<file path="config.mk">
export PLATFORM = sky130hd
export DESIGN_NAME = microwave_control
export DESIGN_NICKNAME = d
export VERILOG_FILES = /design/src/rtl/microwave_control_pkg.sv /design/src/rtl/microwave_control_sec_prescaler.sv /design/src/rtl/microwave_control.sv
export SDC_FILE = /design/constraint.sdc
export NUM_CORES = 1
export LEC_CHECK = 0
export CORE_ASPECT_RATIO = 0.5
export CORE_MARGIN = 2
export CORE_UTILIZATION = 55
export CTS_BUF_LIST = sky130_fd_sc_hd__clkbuf_4
export DETAILED_ROUTE_END_ITERATION = 8
export GPL_TIMING_DRIVEN = 0
export PLACE_DENSITY = 0.78
export RECOVER_POWER = 100
export SYNTH_ARGS = -nofsm -noshare
export SYNTH_HDL_FRONTEND = slang
export SYNTH_SLANG_ARGS = --single-unit
</file>
<file path="constraint.sdc">
create_clock -name clock -period 4.25 [get_ports clock]
set_input_delay 0.6375 -clock clock [delete_from_list [all_inputs] [get_ports clock]]
set_output_delay 0.6375 -clock clock [all_outputs]
set_load 0.02 [all_outputs]
</file>
<file path="src/rtl/microwave_control_pkg.sv">
// Shared definitions for the microwave oven controller: FSM state codes and keypad limits.
// Display logic imports the same state codes so the debug state output decodes consistently.
package microwave_control_pkg;

  typedef enum logic [2:0] {
    ST_IDLE  = 3'd0,
    ST_SET   = 3'd1,
    ST_COOK  = 3'd2,
    ST_PAUSE = 3'd3,
    ST_DONE  = 3'd4
  } state_e;

  localparam logic [3:0] KEY_MAX = 4'd9;

  function automatic logic is_digit(input logic [3:0] code);
    return code <= KEY_MAX;
  endfunction

endpackage

</file>
<file path="src/rtl/microwave_control_sec_prescaler.sv">
// One-second tick generator: pulses tick for one cycle every TICKS_PER_SEC cycles while run=1.
// restart zeroes the count; it is held whenever run is low.
module sec_prescaler #(
  parameter int unsigned TICKS_PER_SEC = 50_000_000
) (
  input  logic clock,
  input  logic clr,
  input  logic restart,
  input  logic run,
  output logic tick
);

  localparam int unsigned CW = $clog2(TICKS_PER_SEC);
  localparam logic [CW-1:0] LAST = CW'(TICKS_PER_SEC - 1);

  logic [CW-1:0] count_q, count_d;

  assign tick = run && (count_q == LAST);

  always_comb begin
    count_d = count_q;
    if (restart) begin
      count_d = '0;
    end else if (run) begin
      count_d = tick ? '0 : count_q + 1'b1;
    end
  end

  always_ff @(posedge clock or posedge clr) begin
    if (clr) begin
      count_q <= '0;
    end else begin
      count_q <= count_d;
    end
  end

endmodule

</file>
<file path="src/rtl/microwave_control.sv">
// Oven sequencing FSM: turns keypad digits into timer load strobes, paces the countdown,
// gates the magnetron on door/start/stop and drives the done beeper.
module microwave_control
  import microwave_control_pkg::*;
#(
  parameter int unsigned TICKS_PER_SEC = 50_000_000,
  parameter int unsigned BEEP_SEC      = 3
) (
  input  logic       clock,
  input  logic       clr,
  input  logic       key_valid,
  input  logic [3:0] key_code,
  input  logic       start,
  input  logic       stop,
  input  logic       door_closed,
  input  logic       timer_zero,
  output logic [3:0] timer_data,
  output logic       timer_loadn,
  output logic       timer_clrn,
  output logic       timer_en,
  output logic       magnetron_on,
  output logic       done_beep,
  output logic [2:0] state
);

  localparam int unsigned BW = $clog2(BEEP_SEC + 1);

  logic [2:0]    state_q, state_d;
  logic [BW-1:0] beep_cnt_q, beep_cnt_d;
  logic [3:0]    timer_data_q, timer_data_d;
  logic          timer_loadn_q, timer_loadn_d;
  logic          timer_clrn_q, timer_clrn_d;
  logic          timer_en_q, timer_en_d;
  logic          magnetron_on_q, magnetron_on_d;
  logic          done_beep_q, done_beep_d;

  logic load, clear, digit_key, can_start;
  logic tick, ps_restart, ps_run;

  // The prescaler runs from state_q alone so tick never depends on the next-state decode.
  assign ps_run     = (state_q == ST_COOK) || (state_q == ST_DONE);
  assign ps_restart = ((state_d == ST_COOK) && (state_q != ST_COOK)) ||
                      ((state_d == ST_DONE) && (state_q != ST_DONE));

  sec_prescaler #(.TICKS_PER_SEC(TICKS_PER_SEC)) u_prescaler (
    .clock   (clock),
    .clr     (clr),
    .restart (ps_restart),
    .run     (ps_run),
    .tick    (tick)
  );

  always_ff @(posedge clock or posedge clr) begin
    if (clr) begin
      state_q        <= ST_IDLE;
      beep_cnt_q     <= '0;
      timer_data_q   <= 4'd0;
      timer_loadn_q  <= 1'b1;
      timer_clrn_q   <= 1'b0;
      timer_en_q     <= 1'b0;
      magnetron_on_q <= 1'b0;
      done_beep_q    <= 1'b0;
    end else begin
      state_q        <= state_d;
      beep_cnt_q     <= beep_cnt_d;
      timer_data_q   <= timer_data_d;
      timer_loadn_q  <= timer_loadn_d;
      timer_clrn_q   <= timer_clrn_d;
      timer_en_q     <= timer_en_d;
      magnetron_on_q <= magnetron_on_d;
      done_beep_q    <= done_beep_d;
    end
  end

  // Branch order encodes priority: stop, door open, timer_zero, start, key.
  always_comb begin
    state_d   = state_q;
    load      = 1'b0;
    clear     = 1'b0;
    digit_key = key_valid && is_digit(key_code);
    can_start = start && door_closed && !timer_zero;
    case (state_q)
      ST_IDLE: begin
        if (!stop) begin
          if (can_start) begin
            state_d = ST_COOK;
          end else if (digit_key) begin
            load    = 1'b1;
            state_d = ST_SET;
          end
        end
      end
      ST_SET: begin
        if (stop) begin
          clear   = 1'b1;
          state_d = ST_IDLE;
        end else if (can_start) begin
          state_d = ST_COOK;
        end else if (digit_key) begin
          load = 1'b1;
        end
      end
      ST_COOK: begin
        if (stop || !door_closed) begin
          state_d = ST_PAUSE;
        end else if (timer_zero) begin
          state_d = ST_DONE;
        end
      end
      ST_PAUSE: begin
        if (stop) begin
          clear   = 1'b1;
          state_d = ST_IDLE;
        end else if (start && door_closed) begin
          state_d = ST_COOK;
        end
      end
      ST_DONE: begin
        if (stop || (tick && (beep_cnt_q == BW'(BEEP_SEC - 1)))) begin
          state_d = ST_IDLE;
        end
      end
      default: state_d = ST_IDLE;
    endcase
  end

  always_comb begin
    beep_cnt_d = beep_cnt_q;
    if ((state_d == ST_DONE) && (state_q != ST_DONE)) begin
      beep_cnt_d = '0;
    end else if ((state_q == ST_DONE) && tick) begin
      beep_cnt_d = beep_cnt_q + 1'b1;
    end
    timer_data_d   = load ? key_code : timer_data_q;
    timer_loadn_d  = !load;
    timer_clrn_d   = !clear;
    timer_en_d     = tick && (state_q == ST_COOK) && (state_d == ST_COOK);
    magnetron_on_d = (state_d == ST_COOK);
    done_beep_d    = (state_d == ST_DONE);
  end

  assign timer_data   = timer_data_q;
  assign timer_loadn  = timer_loadn_q;
  assign timer_clrn   = timer_clrn_q;
  assign timer_en     = timer_en_q;
  assign magnetron_on = magnetron_on_q;
  assign done_beep    = done_beep_q;
  assign state        = state_q;

endmodule
</file>
After elaboration in Yosys (flattened, before gate mapping)

Index checks and enable logic that the tools add are counted.

Add/subtract/negate cells: 2
Magnitude comparators: 1
Equal/unequal tests: 10
Multiplexer cells: 22
Reductions and logical operators: 23

Operator list:

| kind                    | count |
|---|---|
| $mux W26                | 3 |
| $mux W3                 | 10 |
| $add A26 B1 Y26 const B | 1 |
| $eq A26 B26 Y1 const B  | 1 |
| $pmux W3 S5             | 1 |
| $logic_and A1 B1 Y1     | 10 |
| $eq A3 B2 Y1 const B    | 3 |
| $eq A3 B3 Y1 const B    | 2 |
| $mux W1                 | 6 |
| $le A4 B4 Y1 const B    | 1 |
| $logic_not A1 Y1        | 4 |
| $logic_or A1 B1 Y1      | 4 |
| $mux W2                 | 2 |
| $reduce_bool A2 Y1      | 2 |
| $reduce_or A2 Y1        | 2 |
| $eq A3 B1 Y1 const B    | 1 |
| $logic_not A3 Y1        | 1 |
| $ne A3 B2 Y1 const B    | 1 |
| $ne A3 B3 Y1 const B    | 1 |
| $add A2 B1 Y2 const B   | 1 |
| $eq A2 B2 Y1 const B    | 1 |

Register bits after elaboration: 40
Bits of input ports: 11
Output and inout port bits: 12
Word-level logic and storage cells: 67

Longest topological paths before layout

Depth after elaboration: 11
Mapped depth: 7
Depth with buffers taken out: 6

Modules after synthesis

Synthesis repeated with hierarchy kept, for this count alone.

Cell total of the unflattened synthesis: 226
Area, all modules: 2217.1 sq um

By module, submodules not included:

| module            | instances | cells an instance | area an instance (sq um) | sequential area each (sq um) |
|---|---|---|---|---|
| sec_prescaler     | 1         | 164               | 1512.7                   | 650.6 |
| microwave_control | 1         | 62                | 704.4                    | 351.6 |

Worst setup path after synthesis

No wires, ideal clock.

Kind: register to register
From: reg state_q[2] (netlist: state[2])
To: reg u_prescaler.count_q[12]
Setup time: 0.078 ns
Arrival: 2.091 ns
Slack: 2.081 ns
Cell stages (with the launch flop): 7
Buffers on the path: 1
Clock period less this slack: 2.169 ns
Path through: dfrtp_1 buf_2 xnor2_1 or4_4 a21o_1 or4_1 a21oi_1

Longest elaborated chain between the ends: 11
Elaborated cells on any way between the ends: 31
Classes of those cells: eq/ne: 8; mux: 14; reduce/logical: 9

RTL lines:

| what                                           | line                                             | text |
|---|---|---|
| start: declaration                             | microwave_control.sv:28                          | `logic [2:0] state_q, state_d;` |
| start signal: assignment                       | microwave_control.sv:64                          | `state_q <= state_d;` |
| $eq A3 B2 Y1 or $eq A3 B3 Y1 (tied branches)   | microwave_control.sv:41, microwave_control.sv:82 |  |
| $logic_or A1 B1 Y1                             | microwave_control.sv:41                          | `assign ps_run = (state_q == ST_COOK) \|\| (state_q == ST_DONE);` |
| $logic_and A1 B1 Y1                            | microwave_control_sec_prescaler.sv:18            | `assign tick = run && (count_q == LAST);` |
| $logic_and A1 B1 Y1                            | microwave_control.sv:119                         | `if (stop \|\| (tick && (beep_cnt_q == BW'(BEEP_SEC - 1)))) begin` |
| $logic_or A1 B1 Y1                             | microwave_control.sv:119                         |  |
| $mux W3                                        | microwave_control.sv:119                         |  |
| $pmux W3 S5                                    | microwave_control.sv:82                          | `case (state_q)` |
| $eq A3 B2 Y1 or $eq A3 B3 Y1 (tied branches)   | microwave_control.sv:42, microwave_control.sv:43 |  |
| $logic_and A1 B1 Y1, on equally long branches  | microwave_control.sv:42, microwave_control.sv:43 |  |
| $logic_or A1 B1 Y1                             | microwave_control.sv:42                          | `assign ps_restart = ((state_d == ST_COOK) && (state_q != ST_COOK)) \|\|` |
| $mux W26 or $reduce_bool A2 Y1 (tied branches) | -                                                |  |
| end signal: assignment                         | microwave_control_sec_prescaler.sv:33            | `count_q <= count_d;` |
| end: declaration                               | microwave_control_sec_prescaler.sv:16            | `logic [CW-1:0] count_q, count_d;` |

Several ways; a longest one is shown, not always the timed one. The select of a mux whose other input is x is not followed.
A chain may end at the register's enable or synchronous reset.

Worst setup path in the final report

From: in door_closed
To: reg u_prescaler.count_q[23]

Longest elaborated chain between the ends: 9
Elaborated cells on any way between the ends: 19
Classes of those cells: eq/ne: 2; mux: 9; reduce/logical: 8

RTL lines:

| what                                           | line                                              | text |
|---|---|---|
| start: declaration                             | microwave_control.sv:15                           | `input logic door_closed,` |
| $logic_and A1 B1 Y1                            | microwave_control.sv:81, microwave_control.sv:114 |  |
| $logic_and A1 B1 Y1                            | microwave_control.sv:81                           | `can_start = start && door_closed && !timer_zero;` |
| $mux W3, on equally long branches              | microwave_control.sv:97, microwave_control.sv:85  |  |
| $mux W3, on equally long branches              | microwave_control.sv:94, microwave_control.sv:84  |  |
| $pmux W3 S5 (*)                                | microwave_control.sv:82                           |  |
| $eq A3 B2 Y1 or $eq A3 B3 Y1 (tied branches)   | microwave_control.sv:42, microwave_control.sv:43  |  |
| $logic_and A1 B1 Y1, on equally long branches  | microwave_control.sv:42, microwave_control.sv:43  |  |
| $logic_or A1 B1 Y1 (*)                         | microwave_control.sv:42                           |  |
| $mux W26 or $reduce_bool A2 Y1 (tied branches) | -                                                 |  |

Mark *: on every way between the ends. The rest lies on a longest branch, timed or not.

==> results.toml <==
[critical_path]
reg2reg_to = "u_prescaler.count_q[23]$_DFFE_PP0P_"
cp.arrival_ns = 3.13
worstPathRequired_ns = 4.43
crit_fanout = 9
cp_slowest_stage_delay_ns = 1.03
crit_slowest_cell = "o21ai_0"
cp.buffers_inverters = 1
crit_chain = "dlygate4sd3_1 > nand3b_1 > or3_1 > a21boi_0 > o21ai_0 > nor2_1"
cp-start-kind = "input port"
worst-r2r-cell-count = 5
r2r-start = "state[1]$_DFF_PP0_"
r2r_slack_ns = 1.60
endpoint_kind = "flip-flop"
crit_family = "compound AO/OA/AOI/OAI gates"
worst-setup-path-type = "input port to flip-flop"

[power_and_ir_drop]
internal_power_mw = 0.718
p_per_area_nw_per_um2 = 467
power_switching_mw = 0.459
power.leakage_nw = 1.07
power.share.clock = 0.153
ir_drop_v = 0.000276
seq_power_share = 0.511
p_sw_frac = 0.390
p_comb_frac = 0.336

[run]
maxCapViolCount = 1

[timing]
whs_ns = 0.475
grt_setup_unrepaired = "false"
max_freq_mhz = 339
timing.final.crit_period_ns = 2.95
worst_pin_slew_ns = 1.50
final-setup-viol-count = 0
timing.setup.tns_ns = 0
max_slew_margin = 0.000714
finClkSkew_ns = 0.00967
finalHoldViolations = 0
post-route-period-util = 0.694
drv_slew = 0

[layout]
fin_util = 0.656
area_growth_pct = 15.8
layout.nets = 280
antenna_cells = 0
layout-drive-gt1-share = 0.0746
fillCellCount = 320

[hold_path]
hold_path.class = "flip-flop to flip-flop"
hp-start = "beep_cnt_q[0]$_DFFE_PP0P_"
holdPathEnd = "beep_cnt_q[0]$_DFFE_PP0P_"
worstHoldPathCells = 1

[synth]
avgSynthCellArea_um2 = 9.14
synthMuxAreaShare = 0.0449
yosys.area_share.simple = 0.287
synthesis.area_um2 = 2180
syn-num-nets = 251
async_flop_share = 1.00
synthFlopType = "dfrtp_1"
ys_warn_count = 0
synth_compound_area_frac = 0.111
synthCells = 238
synth_edf_count = 0
ys_types = 42
ys_ff_latch = 40
synth_top_family_by_area = "simple AND/OR/NAND/NOR gates"
synth-adder-area-share = 0.0115
synth-xor-area-share = 0.0564
synth-seq-area-share = 0.461

[clock_network]
clk_latency_ns = 0.34
ctsResizeCount = 0
cts_hold_buf = 0
clock_tree.root_cell = "clkbuf_4"
cts_sinks = 40
path_clk_slew_ns = 0.11
ctsHtreeMaxLevel = 2
cts_setup_buffers = 0
cts_buffers = 5
cts_tree = "built"
ctsLongestPathBuffers = 2

[routing]
dr.first_iter.drc_count = 181
num_vias = 1936
first_pass_iters = 5
drtAntennaViolNets = 0
drc = 0
drt-wirelength-per-cell_um = 15.2
vias_per_cell = 6.01
routed_wl_um = 4910

[global_routing]
grt_max_degree = 41
first_global_vias = 1873
grt.overflow.total = 0
grt_pass1_wl_um = 8580
grtUsageTotal = 0.240
antenna_found_initial = 0

[floorplanning]
rows = 16
die_w_um = 93.0
die_h_um = 48.5
initial_core_util = 0.566
core-area_um2 = 3840
die_area_um2 = 4510
ioPinCount = 23

[placement]
place.detailed.hpwl_um = 3510
portBuffers = 22
gp_congestion = 0.899

[run_status]
violations = "capacitance limit"
status = "finished, violations left"
==> cell type report <==
type | count | area (um^2) | share of cell area
clock inverters | 3 | 13.8 | 0.00546
flip-flops and latches | 40 | 1000 | 0.398
multi-input cells | 182 | 1120 | 0.443
well taps | 54 | 67.6 | 0.0268
inverters | 10 | 37.5 | 0.0149
repair buffers | 22 | 220 | 0.0874
clock buffers | 5 | 37.5 | 0.0149
plain buffers | 6 | 23.8 | 0.00943
==> through the flow <==
step | cell area (um^2) | setup WS (ns) | power [mW] | std cells
floorplan | 2180 | 2.08 | 0.852 | 238
global placement | 2460 | 1.27 | 0.989 | 314
detailed placement | 2460 | 1.23 | 1.01 | 314
CTS | 2510 | 1.61 | 1.19 | 322
global route | 2520 | 0.994 | 1.26 | 322
finish | 2520 | 1.30 | 1.18 | 322
==> metal layers <==
metal	track usage	part of all wire	vias up
met5	0	0	-
met4	0.0711	0.012	0
met3	0.0670	0.076	10
met2	0.379	0.46	91
met1	0.326	0.45	918
li1	-	-	917
==> kinds of logic (layout without fill, tap and decap cells) <==
logic type,count (synthesis),after routing
and+or+nand+nor,116,116
AOI/OAI and AO/OA,41,41
DFF,40,40
buffers and inverters,16,46
xor gates and xnor gates,14,14
muxes,9,9
adders and majority gates,2,2
==> layout by cell type (no fill, tap or decap), types with 2 or more instances in the layout <==
master,count
a21o_1,2
a21oi_1,16
a22oi_1,4
a31oi_1,2
a32oi_1,2
and2_1,3
and3_1,3
and4_1,5
clkbuf_1,5
clkbuf_4,5
clkdlybuf4s50_1,7
clkinv_2,2
dfrtp_1,39
dlygate4sd3_1,15
ha_1,2
inv_1,10
mux2_2,6
mux2i_1,3
nand2_1,24
nand3_1,10
nand3b_1,2
nand4_1,9
nand4b_1,2
nor2_1,29
nor3_1,3
nor4_1,6
nor4b_1,2
nor4bb_1,3
o21ai_0,11
or2_2,2
or3_1,6
xnor2_1,3
xor2_1,11
==> cells in the mapped netlist (all sizes together), types with 3 or more instances <==
library cell | n | area, um^2
nor4 | 7 | 43.8
and4 | 5 | 43.8
xor2 | 11 | 96.3
mux2i | 3 | 30.0
xnor2 | 3 | 26.3
nand3 | 10 | 50.1
a21oi | 16 | 80.1
clkbuf | 4 | 15.0
and3 | 3 | 18.8
nor3 | 3 | 15.0
a22oi | 4 | 30.0
nand4 | 9 | 56.3
mux2 | 6 | 67.6
and2 | 3 | 18.8
inv | 10 | 37.5
o21ai | 11 | 55.1
nand2 | 24 | 90.1
or3 | 7 | 45.1
nor2 | 29 | 109
dfrtp | 39 | 976
nor4bb | 3 | 30.0
==> registers in the layout, summed over array words and instances (netlist names) <==
register,flops
magnetron_on,1
timer_clrn,1
timer_data,4
state,3
beep_cnt_q,2
timer_en,1
done_beep,1
timer_loadn,1
u_prescaler.count_q,26
==> power by group through the flow <==
| stage | combinational, mW | sequential [mW] | clock, mW |
|---|---|---|---|
| floorplan | 0.235 | 0.617 | 0 |
| global placement | 0.389 | 0.600 | 0 |
| detailed placement | 0.401 | 0.606 | 0 |
| CTS | 0.403 | 0.600 | 0.188 |
| global route | 0.437 | 0.622 | 0.204 |
| finish | 0.395 | 0.601 | 0.181 |
==> worst reg2reg max path, stage by stage, from the launching register on <==
cell and delay (ns):
dfrtp_1 0.49, or2b_1 0.29, or3_1 0.40, a21boi_0 0.17
o21ai_0 1.03, nor2_1 0.12
==> worst max path at each step <==
stage | from | end | depth (start not counted)
4_1_cts | stop | u_prescaler.count_q[6]$_DFFE_PP0P_ | 7
5_1_grt | door_closed | u_prescaler.count_q[19]$_DFFE_PP0P_ | 6
2_1_floorplan | state[2]$_DFF_PP0_ | u_prescaler.count_q[12]$_DFFE_PP0P_ | 6
3_5_place_dp | stop | u_prescaler.count_q[6]$_DFFE_PP0P_ | 7
3_3_place_gp | stop | u_prescaler.count_q[4]$_DFFE_PP0P_ | 7
6_report | door_closed | u_prescaler.count_q[23]$_DFFE_PP0P_ | 6
(Power assumes the default switching activity.)
